--- src/rtl/cpu_pkg.sv ---
// Shared fetch-stage definitions: reset/NOP defaults, PC step, fetch FSM states
// and the {pc,inst} entry carried through the skid queue.
package cpu_pkg;

    localparam logic [31:0] RESET_PC_DEF = 32'h0000_0000;
    localparam logic [31:0] NOP_INST_DEF = 32'h0000_0000;  // sll $0,$0,0
    localparam logic [31:0] PC_STEP_DEF  = 32'd4;

    typedef enum logic [1:0] {
        IDLE    = 2'd0,
        FETCH   = 2'd1,
        DISCARD = 2'd2
    } fetch_state_t;

    typedef struct packed {
        logic [31:0] pc;
        logic [31:0] inst;
    } fetch_entry_t;

    function automatic logic [31:0] word_align(input logic [31:0] addr);
        return addr & 32'hFFFF_FFFC;
    endfunction

endpackage

--- src/rtl/fetch_skid_buf.sv ---
// Two-entry FIFO of fetched {pc,inst} words; entry 0 is always the head.
// Push and pop may occur in the same cycle; clear wins over both.
module fetch_skid_buf
    import cpu_pkg::*;
(
    input  logic         clk,
    input  logic         rst,
    input  logic         clear,
    input  logic         push,
    input  logic         pop,
    input  fetch_entry_t din,
    output fetch_entry_t head,
    output logic [1:0]   count
);

    fetch_entry_t ent0;
    fetch_entry_t ent1;
    logic [1:0]   cnt;
    logic         pop_ok;
    logic         push_ok;

    assign pop_ok  = pop & (cnt != 2'd0);
    assign push_ok = push & ((cnt != 2'd2) | pop_ok);

    always_ff @(posedge clk or posedge rst) begin
        if (rst) begin
            ent0 <= '0;
            ent1 <= '0;
            cnt  <= 2'd0;
        end else if (clear) begin
            cnt <= 2'd0;
        end else begin
            case ({push_ok, pop_ok})
                2'b10: begin
                    if (cnt == 2'd0) ent0 <= din;
                    else             ent1 <= din;
                    cnt <= cnt + 2'd1;
                end
                2'b01: begin
                    ent0 <= ent1;
                    cnt  <= cnt - 2'd1;
                end
                2'b11: begin
                    // Occupancy unchanged; the new word lands behind whatever remains.
                    if (cnt == 2'd2) begin
                        ent0 <= ent1;
                        ent1 <= din;
                    end else begin
                        ent0 <= din;
                    end
                end
                default: ;
            endcase
        end
    end

    assign head  = ent0;
    assign count = cnt;

endmodule

--- src/rtl/if_fetch_unit.sv ---
// Instruction-fetch stage: owns the PC, runs the req/ack handshake to imem,
// buffers words in a 2-entry skid queue and drives the IF/ID register controls.
module if_fetch_unit
    import cpu_pkg::*;
#(
    parameter logic [31:0] RESET_PC = RESET_PC_DEF,
    parameter logic [31:0] NOP_INST = NOP_INST_DEF,
    parameter logic [31:0] PC_STEP  = PC_STEP_DEF
) (
    input  logic        clk,
    input  logic        rst,
    input  logic        id_stall,
    input  logic        redirect,
    input  logic [31:0] redirect_pc,
    output logic        imem_req,
    output logic [31:0] imem_addr,
    input  logic        imem_ack,
    input  logic [31:0] imem_rdata,
    output logic [31:0] pc_if,
    output logic [31:0] inst_if,
    output logic        if_valid,
    output logic        if_id_keep,
    output logic        if_id_flush,
    output logic [1:0]  fetch_state
);

    // imem handshake: imem_req, once high, stays high with imem_addr unchanged
    // until the cycle imem_ack is seen; ack may arrive in the same cycle as req,
    // and imem_rdata is only looked at in a cycle where imem_req & imem_ack.
    fetch_state_t state;
    logic [31:0]  pc;
    logic [31:0]  req_addr;
    logic         req_active;

    fetch_entry_t head;
    fetch_entry_t push_entry;
    logic [1:0]   count;
    logic         push;
    logic         pop;
    logic         clear;

    always_comb begin
        imem_req = 1'b0;
        case (state)
            FETCH:   imem_req = req_active | (count <= 2'd1);
            DISCARD: imem_req = 1'b1;
            default: imem_req = 1'b0;
        endcase
    end

    // A request that was not acked keeps its address even after pc moves to a redirect target.
    assign imem_addr = req_active ? req_addr : pc;

    assign clear      = redirect;
    assign pop        = (count != 2'd0) & ~id_stall & ~redirect;
    assign push       = (state == FETCH) & imem_req & imem_ack & ~redirect;
    assign push_entry = '{pc: imem_addr, inst: imem_rdata};

    always_ff @(posedge clk or posedge rst) begin
        if (rst) begin
            state      <= IDLE;
            pc         <= RESET_PC;
            req_addr   <= RESET_PC;
            req_active <= 1'b0;
        end else if (redirect) begin
            pc <= word_align(redirect_pc);
            if (imem_req && !imem_ack) begin
                state      <= DISCARD;
                req_active <= 1'b1;
                req_addr   <= imem_addr;
            end else begin
                state      <= FETCH;
                req_active <= 1'b0;
            end
        end else begin
            case (state)
                IDLE: state <= FETCH;
                FETCH: begin
                    if (imem_req) begin
                        if (imem_ack) begin
                            pc         <= imem_addr + PC_STEP;
                            req_active <= 1'b0;
                        end else begin
                            req_active <= 1'b1;
                            req_addr   <= imem_addr;
                        end
                    end
                end
                DISCARD: begin
                    // pc already holds the redirect target; just retire the stale request.
                    if (imem_ack) begin
                        state      <= FETCH;
                        req_active <= 1'b0;
                    end
                end
                default: state <= IDLE;
            endcase
        end
    end

    fetch_skid_buf u_skid (
        .clk   (clk),
        .rst   (rst),
        .clear (clear),
        .push  (push),
        .pop   (pop),
        .din   (push_entry),
        .head  (head),
        .count (count)
    );

    assign if_valid    = (count != 2'd0);
    assign pc_if       = if_valid ? head.pc : 32'h0000_0000;
    assign inst_if     = if_valid ? head.inst : NOP_INST;
    assign if_id_keep  = ~id_stall;
    assign if_id_flush = redirect & ~id_stall;
    assign fetch_state = state;

endmodule

--- config.mk ---
export PLATFORM = sky130hd
export DESIGN_NAME = if_fetch_unit
export DESIGN_NICKNAME = d
export VERILOG_FILES = /design/src/rtl/cpu_pkg.sv /design/src/rtl/fetch_skid_buf.sv /design/src/rtl/if_fetch_unit.sv
export SDC_FILE = /design/constraint.sdc
export NUM_CORES = 1
export LEC_CHECK = 0
export BUFFER_PORTS_ARGS = -buffer_cell sky130_fd_sc_hd__buf_4
export CORE_ASPECT_RATIO = 1.75
export CORE_MARGIN = 5
export CORE_UTILIZATION = 50
export CTS_CLUSTER_SIZE = 24
export DETAILED_ROUTE_END_ITERATION = 16
export PLACE_DENSITY = 0.79
export RECOVER_POWER = 25
export SLEW_MARGIN = 30
export SYNTH_ARGS = -nofsm -noshare
export SYNTH_HDL_FRONTEND = slang
export SYNTH_SLANG_ARGS = --single-unit
--- constraint.sdc ---
create_clock -name clk -period 8.9 [get_ports clk]
set_input_delay 0.445 -clock clk [delete_from_list [all_inputs] [get_ports clk]]
set_output_delay 0.445 -clock clk [all_outputs]
set_load 0.02 [all_outputs]
---- Word-level counts from Yosys, hierarchy flattened ----
Cells that the tools add are included.
storage, ports and cells
  register bits after elaboration ......... 197
  bits of input ports ..................... 69
  output and inout port bits .............. 102
operators by class
  $add $sub $neg .......................... 3
  order comparisons ....................... 1
  equality and inequality tests ........... 15
  mux-type cells .......................... 31
  bitwise logic cells ..................... 12
  reduce and logical (&&, ||, !) cells .... 18
operators by type and width
  kind                                                                              number
  32-bit two-way mux                                                                12
  64-bit two-way mux                                                                4
  64-bit one-hot mux with 3 select lines                                            1
  64-bit one-hot mux with 2 select lines                                            1
  32-bit by 3-bit adder with 32-bit output, second input constant                   1
  2-bit nonzero test                                                                5
  3-bit AND reduction                                                               3
  3-bit nonzero test                                                                3
  1-bit bitwise AND                                                                 8
  2-bit equality test, second input constant                                        4
  2-bit two-way mux                                                                 4
  2-bit inequality test, second input constant                                      4
  4-bit AND reduction                                                               2
  2-bit by 1-bit inequality test with 1-bit output, second input constant           3
  3-bit inequality test, second input constant                                      2
  2-bit one-hot mux with 3 select lines                                             1
  1-bit two-way mux                                                                 5
  2-bit by 1-bit equality test with 1-bit output, second input constant             2
  2-bit zero test                                                                   2
  1-bit one-hot mux with 2 select lines                                             2
  2-bit one-hot mux with 2 select lines                                             1
  2-bit by 1-bit adder with 2-bit output, second input constant                     1
  2-bit by 1-bit less-or-equal comparator with 1-bit output, second input constant  1
  1-bit NOT                                                                         2
  5 further kinds                                                                   6

---- Logic depth before layout (Yosys ltp) ----
  word-level depth ........................ 10
  gate-level depth with buffers ........... 12
  depth with buffers taken out ............ 9

---- By module ----
Synthesis repeated with hierarchy kept, for this count alone.
unflattened totals
  cell total of the unflattened synthesis .. 934
  area total of the unflattened synthesis .. 10,079.7 um2
modules (own cells, without submodules)
  module          instances  cells an instance  area each (um2)  seq. area each (um2)
  fetch_skid_buf  1          431                5,479.0          3,253.1
  if_fetch_unit   1          503                4,600.7          1,676.6

---- Least setup slack after synthesis ----
No wires, ideal clock.
  kind .................................... register to register
  from .................................... register req_active
  to ...................................... register pc[24]
  library setup time ...................... 142 ps
  data arrival time ....................... 2,813 ps
  data required time ...................... 8,758 ps
  path slack .............................. 5,944 ps
  stages on the path, launching flop included .. 13
  buffers on the path ..................... 4
  clock period less this slack ............ 2,956 ps
  path through ............................ dfrtp_1 buf_4 buf_6 buf_2 buf_2 mux2_2 ha_1 inv_1 a2111oi_4 nand3_2 nor4_2 xnor2_1 o221ai_1
between the ends
  word-level cells in the longest chain between the ends .. 6
RTL lines
  element                                   line                 RTL
  from (decl)                               if_fetch_unit.sv:33  logic req_active;
  from (signal assigned)                    if_fetch_unit.sv:64  req_active <= 1'b0;
  from (signal assigned)                    if_fetch_unit.sv:69  req_active <= 1'b1;
  from (signal assigned)                    if_fetch_unit.sv:73  req_active <= 1'b0;
  32-bit two-way mux                        if_fetch_unit.sv:52  assign imem_addr = req_active ? req_addr : pc;
  net imem_addr[3]                          if_fetch_unit.sv:16  output logic [31:0] imem_addr,
  32-bit by 3-bit adder with 32-bit output  if_fetch_unit.sv:81  pc <= imem_addr + PC_STEP;
  32-bit two-way mux                        if_fetch_unit.sv:80  if (imem_ack) begin
  32-bit two-way mux                        if_fetch_unit.sv:79  if (imem_req) begin
  32-bit two-way mux                        if_fetch_unit.sv:76  case (state)
  32-bit two-way mux                        if_fetch_unit.sv:65  end else if (redirect) begin
  to (signal assigned)                      if_fetch_unit.sv:66  pc <= word_align(redirect_pc);
  to (signal assigned)                      if_fetch_unit.sv:81
  to (decl)                                 if_fetch_unit.sv:31  logic [31:0] pc;
The timed path passes the listed nets, and every way through them passes these cells. The select of a mux whose other input is x is not followed.
A chain may end at the register's enable or synchronous reset.

==> flow_summary.json <==
{
  "status": "complete, but fails checks",
  "violations": "max-capacitance violations, max-slew violations",
  "grt_pass1_vias": 8125,
  "grt_max_degree": 125,
  "tightest_slew_ns": 5.40,
  "cp_slowest_cell": "clkinvlp_2",
  "drc": 0,
  "dieHeight_um": 195,
  "rows": 67,
  "syn_nets": 1030,
  "setup_viol": 0,
  "first_iter_violations": 580,
  "antenna_found_initial": 0,
  "yosysWarnings": 0,
  "io_buffers": 168,
  "cts_resized": 0,
  "detailed_place_hpwl_mm": 17.2,
  "htreeDepth": 4,
  "yosys-top-cells-area": "dfrtp_1, mux2_2, nor2b_1, o22ai_1, nor2_1",
  "tritoncts": "yes",
  "cts_hold_buf": 0,
  "fin_cells": 1343,
  "track_usage_pct": 23.9,
  "r2r_setup_slack_ns": 5.30,
  "reg2reg_from": "req_active$_DFFE_PP0P_",
  "hold_viol_final": 0,
  "max_stage_delay_ns": 3.00,
  "period_share_pct": 45.7,
  "crit_required_ns": 8.46,
  "grt_pass1_wl_mm": 42.2,
  "synth-edff-count": 0,
  "startpoint_type": "input port",
  "start_util_pct": 51.0,
  "power_leakage_nw": 5.26,
  "hold_depth": 3,
  "routed_wl_mm": 26.1,
  "ys_ff_latch": 197,
  "max_freq_mhz": 246,
  "dieArea_mm2": 0.0226,
  "pwr-share-clk_pct": 18.4,
  "cp_data_arrival_time_ns": 3.63,
  "min_path_type": "in2reg",
  "clockBufferDepth": 2,
  "vdd_drop_max_mv": 0.244,
  "yosysSeqAreaShare_pct": 50.4,
  "async_flop_share_pct": 100,
  "cts_buffers": 17,
  "final_area_mm2": 0.0118,
  "synthFlopType": "dfrtp_1",
  "switching_power_mw": 1.75,
  "nNetsFinal": 1164,
  "vias": 7758,
  "crit_family": "buffers and inverters",
  "synthCells": 955,
  "synth_cell_types": 52,
  "place_inst": 1311,
  "min_period_ns": 4.06,
  "gp_congestion": 0.850,
  "path_buf_inv": 2,
  "finalSetupTns_ns": 0,
  "drive_gt1_share_pct": 30.0,
  "p_seq_share_pct": 34.7,
  "post_cts_buffers": 0,
  "p_int_mw": 2.57,
  "antenna_cells": 0,
  "r2r-end": "u_skid.head[34]$_DFFE_PP0P_",
  "cap_violations": 1,
  "avgSynthCellArea_um2": 10.2,
  "synthTopCellsByCount": "dfrtp_1, mux2_2, nor2_1",
  "core-area_mm2": 0.0192,
  "cts_root_buf": "clkbuf_16",
  "synthToLayoutAreaGrowth_pct": 20.8,
  "fin_worst_skew_ns": 0.0125,
  "die_x_um": 116,
  "viasPerCell": 5.78,
  "clkSinkCount": 197,
  "crit_chain": "clkbuf_4, clkinvlp_2",
  "grt_overflow": 0,
  "yosysTopAreaCell": "dfrtp_1",
  "worstRegToRegCells": 10,
  "hold_path_end": "pc[5]$_DFFE_PP0P_",
  "hold_start": "redirect_pc[5]",
  "combPwrFrac_pct": 46.9,
  "synth.cell_area_mm2": 0.00978,
  "final_util_pct": 61.6,
  "clk_pin_slew_worst_paths_ns": 0.07,
  "max_slew_margin_pct": -262,
  "maxSlewViolCount": 125,
  "switching_share_pct": 40.5,
  "path_class": "in2async",
  "synth.top_cell.area_share_pct": 50.4,
  "synth_most_common_cell": "dfrtp_1",
  "wire_per_inst_um": 19.4,
  "critPathCaptureType": "asynchronous set/reset pin",
  "powerDensity_mw_per_mm2": 366,
  "fillers": 1620,
  "place_area_mm2": 0.0112,
  "crit_fanout": 124,
  "io_pins": 171,
  "rsz0062_at_grt": "false",
  "ant_nets": 0,
  "insertion_delay_ns": 0.44,
  "drtPass1Iterations": 5
}
==> layer usage <==
| metal | part of all wire (%) | vias to the layer above | GRT usage, % |
|---|---|---|---|
| met5 | 0 | - | 0 |
| met4 | 3.7 | 0 | 10.5 |
| met3 | 5.4 | 60 | 5.76 |
| met2 | 54 | 229 | 42.7 |
| met1 | 37 | 3836 | 26.3 |
| li1 | - | 3633 | - |
==> per-stage QoR <==
step / total power, mW / worst slack, ns / hold slack [ns]
2_1_floorplan: 2.87 / 3.09 / 0.445
3_3_place_gp: 3.47 / 5.33 / 0.457
3_5_place_dp: 3.54 / 5.28 / 0.466
4_1_cts: 4.34 / 5.27 / 0.196
5_1_grt: 4.61 / 3.91 / 0.204
6_report: 4.32 / 4.84 / 0.217
==> cells by family after synthesis <==
group	Yosys count	synth area share (%)
mux	133	14.9
flops	197	50.4
fa+ha+maj	6	0.767
simple gates	302	15.3
xor+xnor	25	2.24
compound gates	206	12.8
buf+inv	86	3.63
==> worst max path at each step <==
| stage | start | to | depth (start not counted) |
|---|---|---|---|
| CTS | req_active$_DFFE_PP0P_ | u_skid.head[34]$_DFFE_PP0P_ | 10 |
| global placement | req_active$_DFFE_PP0P_ | u_skid.ent1[34]$_DFFE_PP0P_ | 8 |
| global route | rst | u_skid.head[5]$_DFFE_PP0P_ | 2 |
| detailed placement | req_active$_DFFE_PP0P_ | u_skid.head[34]$_DFFE_PP0P_ | 10 |
| finish | rst | u_skid.ent1[61]$_DFFE_PP0P_ | 2 |
| floorplan | rst | fetch_state[0]$_DFFE_PP0P_ | 1 |
==> tightest hold or removal path, stage by stage <==
cell and delay, ns:
buf_4 0.08, nand2_1 0.04, o21ai_0 0.06
==> area by class of cell <==
class                           instances  area [um2]  area share [%]
Multi-Input combinational cell        672        4540            38.4
Inverter                               20        76.3           0.646
Sequential cell                       197        4930            41.7
Clock buffer                           17         425            3.60
Clock inverter                         15         190            1.61
Tap cell                              241         302            2.55
Timing Repair Buffer                  181        1360            11.5
==> layout by cell type, fill, tap and decap left out, drive strengths merged, types with 3 or more instances in the layout <==
cell,synthesis,layout
a211oi,4,4
a21oi,65,65
and3,3,3
buf,19,179
clkbuf,47,19
clkinv,0,5
clkinvlp,0,4
dfrtp,197,197
ha,6,6
inv,20,24
mux2,98,98
mux2i,35,35
nand2,74,74
nand2b,3,3
nand3,23,23
nand3b,3,3
nand4,5,5
nor2,94,94
nor2b,70,70
nor3,11,11
nor3b,4,4
nor4,4,4
o21ai,44,44
o221ai,9,9
o22ai,65,65
or3,3,3
xnor2,20,20
xor2,5,5
==> registers in the layout (all words and copies together), names as in the netlist <==
| name | cells |
|---|---|
| u_skid.head | 64 |
| u_skid.ent1 | 64 |
| req_addr | 32 |
| fetch_state | 2 |
| pc | 32 |
| u_skid.count | 2 |
| req_active | 1 |
==> power groups by stage <==
stage          logic [mW]  registers (mW)  clock network [mW]
3_5_place_dp         2.04            1.51                   0
2_1_floorplan        1.42            1.45                   0
5_1_grt              2.22            1.55               0.844
6_report             2.03            1.50               0.796
3_3_place_gp         1.99            1.49                   0
4_1_cts              2.04            1.49               0.809
Note: power is estimated with default switching activity, not from simulation.
